[src/rtl/led_status_sequencer.sv]
// led_status_sequencer
//   Shares the single board status LED between NUM_REQ status requesters and
//   the idle heartbeat. A prescaler produces a slow blink tick. On each tick
//   the sequencer either advances the blink code of the granted requester or,
//   when nobody is asking, toggles the heartbeat. Requesters are picked
//   round-robin, and each code plays as N high pulses followed by a dark gap.
//
// Ports
//   clk     in   system clock
//   rst     in   asynchronous active-high reset
//   enable  in   global run; low freezes prescaler, FSM, counters and outputs
//   req     in   [NUM_REQ]   level requests, bit i = requester i
//   code    in   [3*NUM_REQ] pulse count per requester, [3i+2:3i] = requester i
//   led_out out  LED drive (registered)
//   grant   out  [NUM_REQ]   one-hot requester being shown, 0 when idle
//   busy    out  high while a blink code or its gap is playing
module led_status_sequencer #(
  parameter int TICK_COUNTS = 12_500_000,
  parameter int HB_TICKS    = 2,
  parameter int GAP_TICKS   = 4,
  parameter int NUM_REQ     = 4
) (
  input  logic                   clk,
  input  logic                   rst,
  input  logic                   enable,
  input  logic [NUM_REQ-1:0]     req,
  input  logic [3*NUM_REQ-1:0]   code,
  output logic                   led_out,
  output logic [NUM_REQ-1:0]     grant,
  output logic                   busy
);

  localparam int PS_W  = $clog2(TICK_COUNTS);
  localparam int HB_W  = (HB_TICKS  > 1) ? $clog2(HB_TICKS)  : 1;
  localparam int GP_W  = (GAP_TICKS > 1) ? $clog2(GAP_TICKS) : 1;
  localparam int PTR_W = $clog2(NUM_REQ);

  localparam logic [PS_W-1:0]  PS_LAST = PS_W'(TICK_COUNTS - 1);
  localparam logic [HB_W-1:0]  HB_LAST = HB_W'(HB_TICKS - 1);
  localparam logic [GP_W-1:0]  GP_LAST = GP_W'(GAP_TICKS - 1);
  localparam logic [PTR_W-1:0] PTR_RST = PTR_W'(NUM_REQ - 1);

  localparam logic [1:0] S_IDLE = 2'd0;
  localparam logic [1:0] S_ON   = 2'd1;
  localparam logic [1:0] S_OFF  = 2'd2;
  localparam logic [1:0] S_GAP  = 2'd3;

  logic [PS_W-1:0]  presc;
  logic             tick;
  logic [1:0]       state;
  logic [2:0]       remaining;
  logic [HB_W-1:0]  hb_cnt;
  logic [GP_W-1:0]  gap_cnt;
  logic [PTR_W-1:0] ptr;

  // ---------------------------------------------------------------------------
  // Prescaler: one tick every TICK_COUNTS enabled cycles. Holding the count
  // while enable is low keeps the tick phase across a freeze.
  // ---------------------------------------------------------------------------
  always_ff @(posedge clk or posedge rst) begin
    if (rst)
      presc <= '0;
    else if (enable)
      presc <= (presc == PS_LAST) ? '0 : presc + PS_W'(1);
  end

  assign tick = enable && (presc == PS_LAST);

  // ---------------------------------------------------------------------------
  // Round-robin search: walk ptr+1, ptr+2, ... wrapping, first set req wins.
  // The walk also picks out the winner's code so the FSM can latch it in the
  // same tick.
  // ---------------------------------------------------------------------------
  logic               win_any;
  logic [PTR_W-1:0]   win_idx;
  logic [NUM_REQ-1:0] win_oh;
  logic [2:0]         win_code;
  logic [2:0]         win_len;

  always_comb begin
    int idx;
    idx      = 0;
    win_any  = 1'b0;
    win_idx  = '0;
    win_oh   = '0;
    win_code = '0;
    for (int k = 1; k <= NUM_REQ; k++) begin
      idx = int'(ptr) + k;
      if (idx >= NUM_REQ) idx = idx - NUM_REQ;
      if (!win_any && req[PTR_W'(idx)]) begin
        win_any  = 1'b1;
        win_idx  = PTR_W'(idx);
        win_oh   = NUM_REQ'(1) << idx;
        win_code = 3'(code >> (3 * idx));
      end
    end
  end

  // A zero code still shows one pulse so the requester is visible.
  assign win_len = (win_code == 3'd0) ? 3'd1 : win_code;

  // ---------------------------------------------------------------------------
  // Sequencer. Everything below advances only on tick; outputs are registered
  // and change on the tick edge itself.
  // ---------------------------------------------------------------------------
  always_ff @(posedge clk or posedge rst) begin
    if (rst) begin
      state     <= S_IDLE;
      led_out   <= 1'b0;
      grant     <= '0;
      busy      <= 1'b0;
      remaining <= 3'd0;
      hb_cnt    <= '0;
      gap_cnt   <= '0;
      ptr       <= PTR_RST;
    end else if (tick) begin
      case (state)
        S_IDLE: begin
          if (win_any) begin
            grant     <= win_oh;
            ptr       <= win_idx;
            remaining <= win_len;
            led_out   <= 1'b1;
            busy      <= 1'b1;
            state     <= S_ON;
          end else if (hb_cnt == HB_LAST) begin
            hb_cnt  <= '0;
            led_out <= ~led_out;
          end else begin
            hb_cnt <= hb_cnt + HB_W'(1);
          end
        end

        S_ON: begin
          led_out   <= 1'b0;
          remaining <= remaining - 3'd1;
          // Last pulse just ended: the dark gap begins now.
          if (remaining == 3'd1) begin
            gap_cnt <= '0;
            state   <= S_GAP;
          end else begin
            state <= S_OFF;
          end
        end

        S_OFF: begin
          led_out <= 1'b1;
          state   <= S_ON;
        end

        S_GAP: begin
          if (gap_cnt == GP_LAST) begin
            // Pending requests chain straight into the next code; otherwise
            // fall back to a heartbeat that starts dark with a fresh count.
            if (win_any) begin
              grant     <= win_oh;
              ptr       <= win_idx;
              remaining <= win_len;
              led_out   <= 1'b1;
              state     <= S_ON;
            end else begin
              grant   <= '0;
              busy    <= 1'b0;
              hb_cnt  <= '0;
              led_out <= 1'b0;
              state   <= S_IDLE;
            end
          end else begin
            gap_cnt <= gap_cnt + GP_W'(1);
          end
        end

        default: begin
          state   <= S_IDLE;
          led_out <= 1'b0;
          grant   <= '0;
          busy    <= 1'b0;
        end
      endcase
    end
  end

endmodule

[config.mk]
export PLATFORM = sky130hd
export DESIGN_NAME = led_status_sequencer
export DESIGN_NICKNAME = d
export VERILOG_FILES = /design/src/rtl/led_status_sequencer.sv
export SDC_FILE = /design/constraint.sdc
export NUM_CORES = 1
export LEC_CHECK = 0
export ABC_CLOCK_PERIOD_IN_PS = 11000
export CAP_MARGIN = 5
export CORE_ASPECT_RATIO = 1.1
export CORE_MARGIN = 4
export CORE_UTILIZATION = 50
export CTS_BUF_LIST = sky130_fd_sc_hd__clkbuf_4
export DETAILED_ROUTE_END_ITERATION = 12
export HOLD_SLACK_MARGIN = 0.15
export PLACE_DENSITY_LB_ADDON = 0.1
export SLEW_MARGIN = 20
export SYNTH_ARGS = -nofsm -noshare
export SYNTH_HDL_FRONTEND = slang
export SYNTH_SLANG_ARGS = --single-unit
[constraint.sdc]
create_clock -name clk -period 11 [get_ports clk]
set_input_delay 2.2 -clock clk [delete_from_list [all_inputs] [get_ports clk]]
set_output_delay 2.2 -clock clk [all_outputs]
set_load 0.005 [all_outputs]
---- Word-level counts from Yosys, hierarchy flattened ----
Index checks and enable logic that the tools add are counted.
W data, S select, Z words.
storage, ports and cells
  logic and storage cells ................. 139
  flip-flop bits (word level) ............. 40
  input bits .............................. 19
operators by class
  reductions and logical operators ........ 20
  shift operators ......................... 8
  equal/unequal tests ..................... 13
  add/sub/neg operators ................... 12
  bitwise operators ....................... 1
  $lt $le $gt $ge ......................... 8
  muxes and demuxes ....................... 64
  multipliers ............................. 4
operators with widths
  operator                 number
  $mul A3 B32 Y32 const A  4
  $mux W32                 4
  $shl A1 B32 Y4 const A   4
  $shr A12 B32 Y3          4
  $mux W4                  7
  $add A24 B1 Y24 const B  1
  $eq A24 B24 Y1 const B   1
  $mux W24                 1
  $mux W1                  23
  $mux W3                  7
  $mux W2                  10
  $lt A2 B4 Y1 const B     4
  $ne A2 B2 Y1 const B     6
  $reduce_and A3 Y1        4
  $sub A3 B3 Y4 const B    3
  $reduce_and A5 Y1        2
  $ge A3 B3 Y1 const B     3
  $pmux W3 S3              1
  $bmux W1 S2              4
  $pmux W2 S2              2
  $pmux W2 S4              1
  $pmux W4 S2              1
  $reduce_and A4 Y1        2
  $add A2 B2 Y3 const B    2
  other kinds (20)         29

---- Longest topological paths before layout ----
Gate-level depths: netlist (run 1).
  depth after elaboration ................. 21
  gate-level depth with buffers ........... 17
  depth with buffers taken out ............ 12

---- Worst setup path after synthesis (run 1) ----
Ideal clock, no wire load.
  path kind ............................... input port to flip-flop
  from .................................... input port enable
  to ...................................... register state[1]
  data required time ...................... 10.875 ns
  data arrival time ....................... 3.972 ns
  setup time .............................. 0.125 ns
  stages .................................. 7
  setup slack ............................. 6.903 ns
  cells stage by stage .................... buf_2 -> and4_1 -> nand2_2 -> or4_1 -> nor4b_4 -> nand3_1 -> mux2_2
on the way
  word-level cells in the longest chain between the ends .. 2
ends and longest elaborated chain
  element                      line  source
  start: declaration           25    input logic enable,
  $logic_and A1 B1 Y1          67    assign tick = enable && (presc == PS_LAST);
  $reduce_and A3 Y1 (no line)  --
  end signal: assignment       108   state <= S_IDLE;
  end signal: assignment       125   state <= S_ON;
  end signal: assignment       140   state <= S_GAP;
  end: declaration             50    logic [1:0] state;
Every way passes these cells.
A chain may end at the register's enable or synchronous reset.

---- Worst setup path after layout (run 1) ----
  from .................................... input port req[2]
  to ...................................... register state[1]
on the way
  word-level cells in the longest chain between the ends .. 15
ends and longest elaborated chain
  element                                     line  source
  start: declaration                          26    input logic [NUM_REQ-1:0] req,
  $bmux W1 S2                                 90    if (!win_any && req[PTR_W'(idx)]) begin
  $mux W1 (implied by the code) (2 in a row)  90
  $mux W1                                     90
  $logic_not A1 Y1                            90
  $logic_and A1 B1 Y1                         90
  $mux W1                                     90
  $logic_not A1 Y1                            90
  $logic_and A1 B1 Y1                         90
  $mux W1                                     90
  $logic_not A1 Y1                            90
  $logic_and A1 B1 Y1                         90
  $mux W1 *                                   90
  $ne A2 B2 Y1 (no line) *                    --
  $reduce_and A3 Y1 (no line) *               --
Mark *: on every way between the ends. The rest lies on a longest branch, timed or not. The select of a mux whose other input is x is not followed.

==> qor.json, run 1 <==
{
  "clock_tree": {
    "cts.hold.buffers_added": 0,
    "clkSlewWorstSetupHoldPaths_ns": 0.11,
    "cts.sinks": 40,
    "worst_skew_pair.late_latency_ns": 0.36,
    "cts-resized-gates": 0,
    "post_cts_buffers": 0,
    "cts_htree_levels": 2,
    "root_buffer": "clkbuf_4",
    "tritoncts": "built",
    "cts_made_buffers": 5,
    "clk_path_buf_depth": 2
  },
  "sta": {
    "tightest_slew_ns": 0.7130,
    "final_max_slew_viol_count": 0,
    "finClkSkew_ns": 0.01536,
    "final-setup-viol-count": 0,
    "timing.setup.tns_ns": 0,
    "timing.final.hold_violations": 0,
    "max-slew-margin-rel_pct": 52.03,
    "max_freq_mhz": 218.2,
    "finalHoldWorstSlack_ns": 0.4940,
    "final.min_clock_period_ns": 4.583,
    "period_share_pct": 41.67,
    "unrepaired_setup_endpoints_after_global_routing": "no"
  },
  "worst_setup_path": {
    "worst-path-max-fanout": 16,
    "kind_of_critical_path": "input pin to register",
    "critical_path.endpoint_type": "register",
    "cp.required_ns": 11.24,
    "startpoint_type": "input pin",
    "timing.critical_path.arrival_ns": 4.83
  },
  "global_route": {
    "grt_pass1_vias": 3039,
    "gr-usage-all-layers_pct": 19.99,
    "grt_use_met2_pct": 30.92,
    "fraction_of_met3_tracks_used_by_global_routing_pct": 3.313,
    "antenna_violations_before_repair": 0,
    "grt_pass1_wl_um": 14720,
    "globalRouteOverflowTotal": 0,
    "top_usage_layer": "met2",
    "groute.layer.met1.usage_pct": 28.62,
    "grt_max_degree": 47
  },
  "synth": {
    "most_used_standard_cell_by_instance_count_after_synthesis": "nor2_1",
    "synthesized_area_um2": 3705,
    "synthDominantAreaCellType": "dfrtp_1",
    "number_of_flops_mapped_to_enable_cells_by_yosys": 0,
    "synthesis_warnings": 0,
    "syn_area_per_cell_um2": 8.800,
    "synth_cell_types": 63,
    "synth.cells.most_frequent": "nor2_1 (43), nand2_1 (39), dfrtp_1 (38)",
    "fraction_of_the_mapped_netlist_area_in_compound_gates_pct": 16.04,
    "asyncSetResetFlopFracSynth_pct": 100.0,
    "synthDominantCellAreaShare_pct": 25.67,
    "synthMuxAreaShare_pct": 15.40,
    "synth_top_family_by_area": "simple AND/OR/NAND/NOR gates",
    "ys_ff_latch": 40,
    "synth_fa_ha_area_share_pct": 6.079,
    "synth_flop_cell": "dfrtp_1",
    "post_synthesis_share_of_cell_area_spent_on_xor_and_xnor_gates_pct": 5.674,
    "synth_sequential_area_ratio_pct": 27.09,
    "synthSimpleGateAreaFrac_pct": 24.72,
    "synth.area.top_cells": "dfrtp_1 (26%), mux4_2 (9.1%), ha_1 (6.1%)",
    "synthesized_instance_count": 421
  },
  "drt": {
    "vias": 3267,
    "routedWlPerCell_um": 16.92,
    "postRouteWirelength_um": 8816,
    "drt_pre_antenna_iters": 4,
    "route.antenna.remaining_nets": 0,
    "residual_drc": 0,
    "detail_route.vias_per_cell": 6.271,
    "drt_iter0_markers": 152
  },
  "run_status": {
    "run_status": "completed"
  },
  "die": {
    "die_area_um2": 8853,
    "core_region_area_um2": 7127,
    "rows": 32,
    "chipHeight_um": 98.28,
    "ioPinCount": 25,
    "dieWidth_um": 90.08,
    "initial_core_utilization_pct": 51.98
  },
  "power": {
    "ir_worst_vdd_uv": 36.23,
    "design_power_total_w": 0.0003192,
    "power.leakage_nw": 1.591,
    "cellPowerDensity_nw_per_um2": 79.16
  },
  "layout": {
    "area.growth.synth_to_final_pct": 8.848,
    "share_of_layout_cells_above_drive_strength_1_pct": 11.93,
    "final_core_utilization_pct": 56.58,
    "final.fill_count": 683,
    "final-instance-count-excl-fill": 521,
    "n_antenna_cell": 0,
    "nets": 472
  },
  "place": {
    "dp.final_hpwl_um": 6503,
    "numPlacedInstances": 513,
    "port_buffers": 24,
    "place_congestion": 0.8724
  },
  "min_path": {
    "min_path_type": "register to register"
  },
  "flow_run": {
    "maxCapViolCount": 0
  }
}
[flip-flops by register name, indices dropped and copies added (netlist names)]
register and count:
presc 24, led_out 1, grant 4, gap_cnt 2, remaining 3, state 2
ptr 2, hb_cnt 1, busy 1
[worst max-delay path, stage by stage]
cell and delay (ns):
clkdlybuf4s50_1 0.52, mux4_2 0.69, nor4_1 0.66, nand2_1 0.23, nand3_1 0.19, mux2_2 0.34
[cell type report]
| class | count | area [um2] | share of cell area [%] |
|---|---|---|---|
| sequential | 40 | 1003 | 24.88 |
| tap | 85 | 106.4 | 2.637 |
| clock buffer | 6 | 45.04 | 1.117 |
| clock inverter | 2 | 12.51 | 0.3103 |
| multi-input combinational | 342 | 2527 | 62.67 |
| timing repair buffer | 28 | 270.3 | 6.702 |
| inverter | 18 | 67.56 | 1.675 |
[cells by family after synthesis]
group | after synthesis
AO/OA/AOI/OAI | 88
multiplexers | 37
buffers and inverters | 41
other | 1
AND/OR/NAND/NOR | 172
adder cells (fa/ha/maj) | 18
XOR/XNOR | 24
flip-flops | 40
[final timing paths]
| path | start | end | slack [ns] | cells past startpoint |
|---|---|---|---|---|
| setup / recovery | req[2] | state[1] | 6.42 | 6 |
| hold / removal | grant[1] | grant[1] | 0.49 | 2 |
| setup reg to reg | ptr[0] | remaining[1] | 7.11 | 11 |
| hold reg to reg | grant[1] | grant[1] | 0.49 | 2 |
| max in group asynchronous | rst | ptr[0] | 8.36 | 3 |
| min in group asynchronous | rst | presc[11] | 2.26 | 3 |
[placed cells by master, fill, tap and decap left out, types with 6 or more instances in the layout]
cell / count
mux4_2: 15
o211ai_1: 6
a21oi_1: 15
nor2_1: 43
nand3_1: 22
dfrtp_1: 38
nand4_1: 8
a22oi_1: 7
xor2_1: 9
o21ai_0: 18
xnor2_1: 15
nand2_1: 39
clkbuf_4: 6
and2_1: 6
clkdlybuf4s50_1: 24
ha_1: 18
mux2_2: 10
inv_1: 16
nand2b_1: 10
a31oi_1: 8
mux2i_1: 12
[routing by layer]
layer	share of wire, %	vias up
met5	0	-
met4	1.7	0
met3	5.8	15
met2	45	103
met1	47	1572
li1	-	1577
[power by group]
part / internal [W] / switching, W
registers: 0.000159 / 0.0000171
clock network: 0.0000272 / 0.0000508
logic: 0.0000321 / 0.0000329
total: 0.000218 / 0.000101
[per-stage QoR]
step	worst slack [ns]	area [um2]
floorplan	6.903	3712
global placement	6.201	3975
detailed placement	6.070	3975
CTS	6.458	4033
global route	6.268	4033
finish	6.417	4033
Note: power is estimated with default switching activity, not from simulation.
==> run 2, diff against run 1 <==
--- a/config.mk
+++ b/config.mk
@@ -5,7 +5,7 @@
 export SDC_FILE = /design/constraint.sdc
 export NUM_CORES = 1
 export LEC_CHECK = 0
-export ABC_CLOCK_PERIOD_IN_PS = 11000
+export ABC_CLOCK_PERIOD_IN_PS = 4460
 export CAP_MARGIN = 5
 export CORE_ASPECT_RATIO = 1.1
 export CORE_MARGIN = 4
==> constraint.sdc (replaced) <==
create_clock -name clk -period 4.46 [get_ports clk]
set_input_delay 0.892 -clock clk [delete_from_list [all_inputs] [get_ports clk]]
set_output_delay 0.892 -clock clk [all_outputs]
set_load 0.005 [all_outputs]
==> run 2 against run 1 <==
Total power grew to 2.6 times the previous value. Design area is 0.68% higher. Critical path depth is 6 higher. Hold slack better by 0.0055 ns. Clock skew is 0.0046 ns lower. Sequential share of layout area is 0.17 points lower. Critical path type is now register to register. Largest cell class unchanged. Largest power group unchanged. Highest routed layer unchanged.
==> qor.json, run 2 (synthesis gave the netlist of run 1 again) <==
{
  "layout": {
    "nets": {"value": 472, "change": "unchanged"},
    "layout.cells.most_common": {"value": "nor2_1", "change": "unchanged"},
    "final-instance-count-excl-fill": {"value": 521, "change": "unchanged"},
    "area.growth.synth_to_final": {"value": 9.591, "unit": "%", "change": "was 8.848%"},
    "largest_register_ffs": {"value": 24, "change": "unchanged"},
    "n_antenna_cell": {"value": 0, "change": "unchanged"},
    "top_regs": {"value": "presc: 24 flops, grant: 4 flops, remaining: 3 flops", "change": "unchanged"},
    "final_cell_mix": {"value": "nor2_1 (43), nand2_1 (39), dfrtp_1 (38), clkdlybuf4s50_1 (24), nand3_1 (22)", "change": "unchanged"},
    "reg_with_most_ffs": {"value": "presc", "change": "unchanged"},
    "share_of_layout_cells_above_drive_strength_1": {"value": 11.93, "unit": "%", "change": "unchanged"}
  },
  "drt": {
    "detail_route.vias_per_cell": {"value": 6.192, "change": "was 6.271"},
    "drt_iter0_markers": {"value": 175, "change": "was 152"},
    "residual_drc": {"value": 0, "change": "unchanged"},
    "drt_pre_antenna_iters": {"value": 5, "change": "was 4"},
    "routed.top_layer": {"value": "met4", "change": "unchanged"},
    "vias": {"value": 3226, "change": "was 3267"},
    "route.layer.met1.wl": {"value": 4279, "unit": "um", "change": "was 4180 um"},
    "route.antenna.remaining_nets": {"value": 0, "change": "unchanged"},
    "met3WireLength": {"value": 456, "unit": "um", "change": "was 511 um"},
    "postRouteWirelength": {"value": 8568, "unit": "um", "change": "was 8816 um"},
    "routedWlPerCell": {"value": 16.45, "unit": "um", "change": "was 16.92 um"},
    "routed-wl-met2": {"value": 3733, "unit": "um", "change": "was 3976 um"}
  },
  "die": {
    "dieWidth": {"value": 90.08, "unit": "um", "change": "unchanged"},
    "initial_core_utilization": {"value": 51.98, "unit": "%", "change": "unchanged"},
    "chipHeight": {"value": 98.28, "unit": "um", "change": "unchanged"},
    "die_area": {"value": 8853, "unit": "um2", "change": "unchanged"},
    "ioPinCount": {"value": 25, "change": "unchanged"},
    "rows": {"value": 32, "change": "unchanged"},
    "core_region_area": {"value": 7127, "unit": "um2", "change": "unchanged"}
  },
  "place": {
    "dp.final_hpwl": {"value": 6443, "unit": "um", "change": "was 6503 um"},
    "place_congestion": {"value": 0.8912, "change": "was 0.8724"},
    "port_buffers": {"value": 24, "change": "unchanged"},
    "numPlacedInstances": {"value": 513, "change": "unchanged"},
    "detailedPlace.worstSlack": {"value": 0.8840, "unit": "ns", "change": "was 6.070 ns"}
  },
  "run_status": {
    "run_status": {"value": "completed", "change": "unchanged"}
  },
  "clock_tree": {
    "cts.hold.buffers_added": {"value": 0, "change": "unchanged"},
    "clkSlewWorstSetupHoldPaths": {"value": 0.13, "unit": "ns", "change": "was 0.11 ns"},
    "cts_htree_levels": {"value": 2, "change": "unchanged"},
    "cts-resized-gates": {"value": 0, "change": "unchanged"},
    "worst_skew_pair.late_latency": {"value": 0.35, "unit": "ns", "change": "was 0.36 ns"},
    "post_cts_buffers": {"value": 0, "change": "unchanged"},
    "tritoncts": {"value": "built", "change": "unchanged"},
    "clk_path_buf_depth": {"value": 2, "change": "unchanged"},
    "root_buffer": {"value": "clkbuf_4", "change": "unchanged"},
    "cts_made_buffers": {"value": 5, "change": "unchanged"},
    "cts.sinks": {"value": 40, "change": "unchanged"}
  },
  "sta": {
    "finClkSkew": {"value": 0.01078, "unit": "ns", "change": "was 0.01536 ns"},
    "tightest_slew": {"value": 0.9549, "unit": "ns", "change": "was 0.7130 ns"},
    "final-setup-viol-count": {"value": 0, "change": "unchanged"},
    "period_share_pct": 77.22,
    "unrepaired_setup_endpoints_after_global_routing": {"value": "no", "change": "unchanged"},
    "timing.final.hold_violations": {"value": 0, "change": "unchanged"},
    "max-slew-margin-rel": {"value": 36.27, "unit": "%", "change": "was 52.03%"},
    "worst_slack": {"value": 1.016, "unit": "ns", "change": "was 6.417 ns"},
    "max_freq_mhz": 290.4,
    "finalHoldWorstSlack": {"value": 0.4996, "unit": "ns", "change": "was 0.4940 ns"},
    "final_max_slew_viol_count": {"value": 0, "change": "unchanged"},
    "timing.setup.tns": {"value": 0, "unit": "ns", "change": "unchanged"},
    "final.min_clock_period_ns": 3.444
  },
  "worst_setup_path": {
    "critical_path.cell_chain": {"value": "inv_2 > ha_1 > buf_4 > nor2_1 > ha_1 > a21oi_1 > xnor2_1 > and2_1 > a211oi_1 > a21boi_1 > a2111oi_0 > a211o_1", "change": "was clkdlybuf4s50_1 > mux4_2 > nor4_1 > nand2_1 > nand3_1 > mux2_2"},
    "crit_slowest_cell": {"value": "dfstp_2", "change": "was mux4_2"},
    "critical_path.endpoint_type": {"value": "register", "change": "unchanged"},
    "kind_of_critical_path": {"value": "register to register", "change": "was input pin to register"},
    "setup.reg_to_reg.worst_slack": {"value": 1.02, "unit": "ns", "change": "was 7.11 ns"},
    "cp.buffers_inverters": {"value": 2, "change": "was 1"},
    "timing.critical_path.arrival": {"value": 3.69, "unit": "ns", "change": "was 4.83 ns"},
    "r2r-start": {"value": "ptr[0]", "change": "unchanged"},
    "startpoint_type": {"value": "register", "change": "was input pin"},
    "cp.required": {"value": 4.71, "unit": "ns", "change": "was 11.24 ns"},
    "critical-path-top-delay-family": {"value": "compound AO/OA/AOI/OAI gates", "change": "was simple AND/OR/NAND/NOR gates"},
    "worst_r2r_endpoint": {"value": "remaining[1]", "change": "unchanged"},
    "crit_top_cell": "ha_1",
    "reg2reg_depth": {"value": 12, "change": "was 11"},
    "timing.critical_path.slowest_cell_delay": {"value": 0.75, "unit": "ns", "change": "was 0.69 ns"},
    "worst-path-max-fanout": {"value": 40, "change": "was 16"}
  },
  "power": {
    "internal-power": {"value": 0.0005915, "unit": "W", "change": "was 0.0002184 W"},
    "seq_power_share": {"value": 51.4, "unit": "%", "change": "was 55.2%"},
    "cellPowerDensity": {"value": 207.4, "unit": "nW/um2", "change": "was 79.16 nW/um2"},
    "ir_worst_vdd": {"value": 106.9, "unit": "uV", "change": "was 36.23 uV"},
    "switching_share": {"value": 29.76, "unit": "%", "change": "was 31.59%"},
    "share_clk_of_total_power": {"value": 29.6, "unit": "%", "change": "was 24.4%"},
    "power.leakage": {"value": 1.605, "unit": "nW", "change": "was 1.591 nW"},
    "comb_power_share": {"value": 19.0, "unit": "%", "change": "was 20.4%"},
    "design_power_total": {"value": 0.0008422, "unit": "W", "change": "was 0.0003192 W"},
    "p_sw": {"value": 0.0002507, "unit": "W", "change": "was 0.0001008 W"}
  },
  "global_route": {
    "grt_max_degree": {"value": 41, "change": "was 47"},
    "grt_pass1_wl": {"value": 14260, "unit": "um", "change": "was 14720 um"},
    "globalRouteOverflowTotal": {"value": 0, "change": "unchanged"},
    "grt_pass1_vias": {"value": 2865, "change": "was 3039"},
    "antenna_violations_before_repair": {"value": 0, "change": "unchanged"},
    "gr-usage-all-layers": {"value": 19.37, "unit": "%", "change": "was 19.99%"}
  },
  "min_path": {
    "hold_start": {"value": "gap_cnt[1]", "change": "was grant[1]"},
    "min_path_cells": {"value": 2, "change": "unchanged"},
    "min_path_type": {"value": "register to register", "change": "unchanged"},
    "holdPathEnd": {"value": "gap_cnt[1]", "change": "was grant[1]"}
  },
  "flow_run": {
    "maxCapViolCount": {"value": 0, "change": "unchanged"}
  }
}
run 2: cell types whose count changed in the layout (fill, tap and decap cells not counted):
cell,previous run,this run
clkinvlp_4,1,0
clkinv_2,1,0
bufinv_16,0,1
clkinv_4,0,2
clkbuf_4,6,5
run 2: worst max-delay path by stage:
stage | from | to | slack, ns | depth (start not counted)
3_3_place_gp | req[2] | remaining[2] | 0.97 | 7
4_1_cts | ptr[0] | remaining[1] | 0.98 | 12
5_1_grt | ptr[0] | remaining[1] | 0.68 | 12
2_1_floorplan | ptr[0] | remaining[1] | 0.73 | 17
3_5_place_dp | req[2] | remaining[2] | 0.88 | 7
6_report | ptr[0] | remaining[1] | 1.02 | 12
run 2: area by class of cell:
type                            count  area (um2)
Clock inverter                      3       47.55
Timing Repair Buffer               28       270.3
Fill cell                         648        3067
Tap cell                           85       106.4
Multi-Input combinational cell    342        2527
Sequential cell                    40        1003
Inverter                           18       67.56
Clock buffer                        5       37.54
run 2: stage by stage:
stage                     cell area (um2)  utilization (%)
after floorplan                      3712                -
after global placement               3975            55.78
after detailed placement             3975            55.78
after CTS                            4060            56.97
after global routing                 4060            56.97
final                                4060            56.97
run 2: worst reg2reg max path, stage by stage, from the launching register on:
cell and delay (ns):
dfstp_2 0.75, inv_2 0.14, ha_1 0.39, buf_4 0.41, nor2_1 0.11, ha_1 0.28
a21oi_1 0.18, xnor2_1 0.12, and2_1 0.17, a211oi_1 0.25, a21boi_1 0.19, a2111oi_0 0.08
a211o_1 0.27
run 2: power groups by stage:
stage | clock network [W] | logic (W) | registers [W]
2_1_floorplan | 0 | 0.000118 | 0.000425
3_3_place_gp | 0 | 0.000157 | 0.000438
3_5_place_dp | 0 | 0.000160 | 0.000439
4_1_cts | 0.000258 | 0.000161 | 0.000432
5_1_grt | 0.000275 | 0.000178 | 0.000438
6_report | 0.000249 | 0.000160 | 0.000433
run 2: routing by layer:
metal	track usage, %	up-vias
met1	29.52	1545
met4	4.240	0
met3	3.313	8
met5	0	-
met2	28.74	96
li1	-	1577
==> run 3, diff against run 2 <==
--- a/config.mk
+++ b/config.mk
@@ -5,7 +5,7 @@
 export SDC_FILE = /design/constraint.sdc
 export NUM_CORES = 1
 export LEC_CHECK = 0
-export ABC_CLOCK_PERIOD_IN_PS = 4460
+export ABC_CLOCK_PERIOD_IN_PS = 2780
 export CAP_MARGIN = 5
 export CORE_ASPECT_RATIO = 1.1
 export CORE_MARGIN = 4
==> constraint.sdc (replaced) <==
create_clock -name clk -period 2.78 [get_ports clk]
set_input_delay 0.556 -clock clk [delete_from_list [all_inputs] [get_ports clk]]
set_output_delay 0.556 -clock clk [all_outputs]
set_load 0.005 [all_outputs]
==> run 3 against run 2 <==
Setup slack got worse by 1.0 ns. Final cell count rose by 11%. Core utilization rose by 9.4 points. Total power rose by 53%. Sequential share of layout area fell by 3.4 points. Sequential cell count did not move. Hold slack got worse by 0.0081 ns.
==> qor.json, run 3 (synthesis gave the netlist of run 1 again) <==
{
  "drt": {
    "residual_drc": {"value": 0, "change": "unchanged"},
    "detail_route.vias_per_cell": {"value": 6.021, "change": "was 6.192"},
    "vias": {"value": 3492, "change": "was 3226"},
    "postRouteWirelength": {"value": 9759, "unit": "um", "change": "was 8568 um"},
    "route.antenna.remaining_nets": {"value": 0, "change": "unchanged"},
    "drt_pre_antenna_iters": {"value": 4, "change": "was 5"},
    "routedWlPerCell": {"value": 16.83, "unit": "um", "change": "was 16.45 um"},
    "drt_iter0_markers": {"value": 152, "change": "was 175"}
  },
  "worst_setup_path": {
    "critical-path-top-delay-family": {"value": "flip-flops", "change": "was compound AO/OA/AOI/OAI gates"},
    "kind_of_critical_path": {"value": "register to register", "change": "unchanged"},
    "critical_path.endpoint_type": {"value": "register", "change": "unchanged"},
    "startpoint_type": {"value": "register", "change": "unchanged"},
    "worst-path-max-fanout": {"value": 5, "change": "was 40"},
    "critical_path.cell_chain": {"value": "inv_8 > ha_4 > buf_12 > mux4_2 > buf_6 > nor3b_4 > and2_4 > a211oi_2 > a21boi_2 > a2111oi_2 > a211o_1", "change": "was inv_2 > ha_1 > buf_4 > nor2_1 > ha_1 > a21oi_1 > xnor2_1 > and2_1 > a211oi_1 > a21boi_1 > a2111oi_0 > a211o_1"},
    "timing.critical_path.slowest_cell_delay": {"value": 0.72, "unit": "ns", "change": "was 0.75 ns"},
    "crit_slowest_cell": {"value": "dfstp_4", "change": "was dfstp_2"},
    "cp.buffers_inverters": {"value": 3, "change": "was 2"},
    "timing.critical_path.arrival": {"value": 3.06, "unit": "ns", "change": "was 3.69 ns"},
    "cp.required": {"value": 3.06, "unit": "ns", "change": "was 4.71 ns"}
  },
  "clock_tree": {
    "clkSlewWorstSetupHoldPaths": {"value": 0.12, "unit": "ns", "change": "was 0.13 ns"},
    "cts.sinks": {"value": 40, "change": "unchanged"},
    "worst_skew_pair.late_latency": {"value": 0.34, "unit": "ns", "change": "was 0.35 ns"},
    "cts_made_buffers": {"value": 5, "change": "unchanged"},
    "root_buffer": {"value": "clkbuf_4", "change": "unchanged"},
    "tritoncts": {"value": "built", "change": "unchanged"},
    "clk_path_buf_depth": {"value": 2, "change": "unchanged"},
    "cts_htree_levels": {"value": 2, "change": "unchanged"}
  },
  "die": {
    "initial_core_utilization": {"value": 51.98, "unit": "%", "change": "unchanged"},
    "chipHeight": {"value": 98.28, "unit": "um", "change": "unchanged"},
    "rows": {"value": 32, "change": "unchanged"},
    "die_area": {"value": 8853, "unit": "um2", "change": "unchanged"},
    "dieWidth": {"value": 90.08, "unit": "um", "change": "unchanged"},
    "core_region_area": {"value": 7127, "unit": "um2", "change": "unchanged"},
    "ioPinCount": {"value": 25, "change": "unchanged"}
  },
  "sta": {
    "tightest_slew": {"value": 0.5040, "unit": "ns", "change": "was 0.9549 ns"},
    "timing.setup.tns": {"value": 0, "unit": "ns", "change": "unchanged"},
    "final-setup-viol-count": {"value": 0, "change": "unchanged"},
    "max_freq": {"value": 360.2, "unit": "MHz", "change": "was 290.4 MHz"},
    "max-slew-margin-rel": {"value": 66.40, "unit": "%", "change": "was 36.27%"},
    "timing.final.hold_violations": {"value": 0, "change": "unchanged"},
    "final.min_clock_period": {"value": 2.776, "unit": "ns", "change": "was 3.444 ns"},
    "unrepaired_setup_endpoints_after_global_routing": {"value": "yes", "change": "was no"},
    "period_share": {"value": 99.87, "unit": "%", "change": "was 77.22%"},
    "worst_slack": {"value": 0.003674, "unit": "ns", "change": "was 1.016 ns"},
    "final_max_slew_viol_count": {"value": 0, "change": "unchanged"},
    "finClkSkew": {"value": 0.007003, "unit": "ns", "change": "was 0.01078 ns"}
  },
  "layout": {
    "final_cell_mix": {"value": "buf_4 (55), nor2_1 (42), nand2_1 (38), dfrtp_1 (38), clkdlybuf4s50_1 (24)", "change": "was nor2_1 (43), nand2_1 (39), dfrtp_1 (38), clkdlybuf4s50_1 (24), nand3_1 (22)"},
    "nets": {"value": 532, "change": "was 472"},
    "n_antenna_cell": {"value": 0, "change": "unchanged"},
    "share_of_layout_cells_above_drive_strength_1": {"value": 27.27, "unit": "%", "change": "was 11.93%"},
    "total_area_of_sequential_cells": {"value": 1007, "unit": "um2", "change": "was 1003 um2"},
    "final.fill_count": {"value": 611, "change": "was 648"},
    "final-instance-count-excl-fill": {"value": 580, "change": "was 521"},
    "final_core_utilization": {"value": 66.36, "unit": "%", "change": "was 56.97%"},
    "combined_area_of_the_multi_input_logic_cells": {"value": 2696, "unit": "um2", "change": "was 2527 um2"},
    "largest_register_ffs": {"value": 24, "change": "unchanged"},
    "layout.cells.most_common": {"value": "buf_4", "change": "was nor2_1"},
    "top_regs": {"value": "presc: 24 flops, grant: 4 flops, remaining: 3 flops", "change": "unchanged"},
    "area.growth.synth_to_final": {"value": 27.66, "unit": "%", "change": "was 9.591%"},
    "stdcell_area": {"value": 4730, "unit": "um2", "change": "was 4060 um2"},
    "reg_with_most_ffs": {"value": "presc", "change": "unchanged"}
  },
  "global_route": {
    "globalRouteOverflowTotal": {"value": 0, "change": "unchanged"},
    "antenna_violations_before_repair": {"value": 0, "change": "unchanged"},
    "gr-usage-all-layers": {"value": 21.73, "unit": "%", "change": "was 19.37%"},
    "grt_max_degree": {"value": 41, "change": "unchanged"},
    "grt_pass1_wl": {"value": 16010, "unit": "um", "change": "was 14260 um"},
    "grt_pass1_vias": {"value": 3348, "change": "was 2865"}
  },
  "place": {
    "place_congestion": {"value": 0.9374, "change": "was 0.8912"},
    "dp.final_hpwl": {"value": 7258, "unit": "um", "change": "was 6443 um"},
    "detailedPlace.worstSlack": {"value": -0.1297, "unit": "ns", "change": "was 0.8840 ns"},
    "port_buffers": {"value": 24, "change": "unchanged"},
    "numPlacedInstances": {"value": 564, "change": "was 513"},
    "placedInstanceArea": {"value": 4402, "unit": "um2", "change": "was 3975 um2"}
  },
  "run_status": {
    "run_status": {"value": "completed", "change": "unchanged"}
  },
  "power": {
    "ir_worst_vdd": {"value": 166.4, "unit": "uV", "change": "was 106.9 uV"},
    "cellPowerDensity": {"value": 272.3, "unit": "nW/um2", "change": "was 207.4 nW/um2"},
    "power.leakage": {"value": 1.933, "unit": "nW", "change": "was 1.605 nW"}
  },
  "min_path": {
    "min_path_type": {"value": "register to register", "change": "unchanged"}
  },
  "flow_run": {
    "maxCapViolCount": {"value": 0, "change": "unchanged"}
  }
}
run 3: changes by cell type in the layout (fill, tap and decap cells not counted), sizes merged:
cell | previous run | this run
clkbuf | 5 | 7
bufinv | 1 | 0
clkinv | 3 | 2
buf | 4 | 63
run 3: path summary, 6_finish.rpt:
path | slack, ns | start | endpoint | cells past startpoint
worst min-delay path | 0.49 | grant[2] | grant[2] | 2
worst min register to register | 0.49 | grant[2] | grant[2] | 2
worst max register to register | 0.004 | ptr[0] | remaining[1] | 11
min in group asynchronous | 0.65 | rst | gap_cnt[0] | 3
worst max-delay path | 0.004 | ptr[0] | remaining[1] | 11
max in group asynchronous | 1.78 | rst | ptr[1] | 3
run 3: stage by stage:
stage,hold WS [ns],total power (W)
2_1_floorplan,0.4538,0.0008722
3_3_place_gp,0.4703,0.0009844
3_5_place_dp,0.4709,0.0009953
4_1_cts,0.4961,0.001285
5_1_grt,0.5198,0.001367
6_report,0.4915,0.001288
run 3: metal layers:
layer | part of all wire [%] | track usage [%]
met5 | 0 | 0
met3 | 3.6 | 2.619
met2 | 50 | 38.91
met1 | 45 | 27.22
met4 | 2.2 | 7.067
run 3: timing repair:
| action | in CTS | in global routing |
|---|---|---|
| cloned | 0 | 1 |
| setup buffers | 3 | 5 |
| endpoints found under the setup margin | 3 | 5 |
| hold buffers | 0 | 0 |
| pin swaps | 5 | 11 |
| gates resized for setup | 6 | 30 |
run 3: tightest hold or removal path, cell delays in order (launching register included):
cell     delay, ns
dfrtp_1       0.36
nand2_1       0.04
o21ai_0       0.06
run 3: where the power goes:
group          switching, W  internal (W)  total, W
registers         0.0000662      0.000629  0.000696
clock network      0.000183      0.000103  0.000286
logic              0.000146      0.000161  0.000307
total              0.000395      0.000893   0.00129
run 3: final cells by class:
class                   count  area share, %
repair buffers             88          16.80
flip-flops and latches     40          21.30
well taps                  85          2.249
multi-input cells         342          57.01
inverters                  18          1.587
clock inverters             1         0.1058
clock buffers               6         0.9524
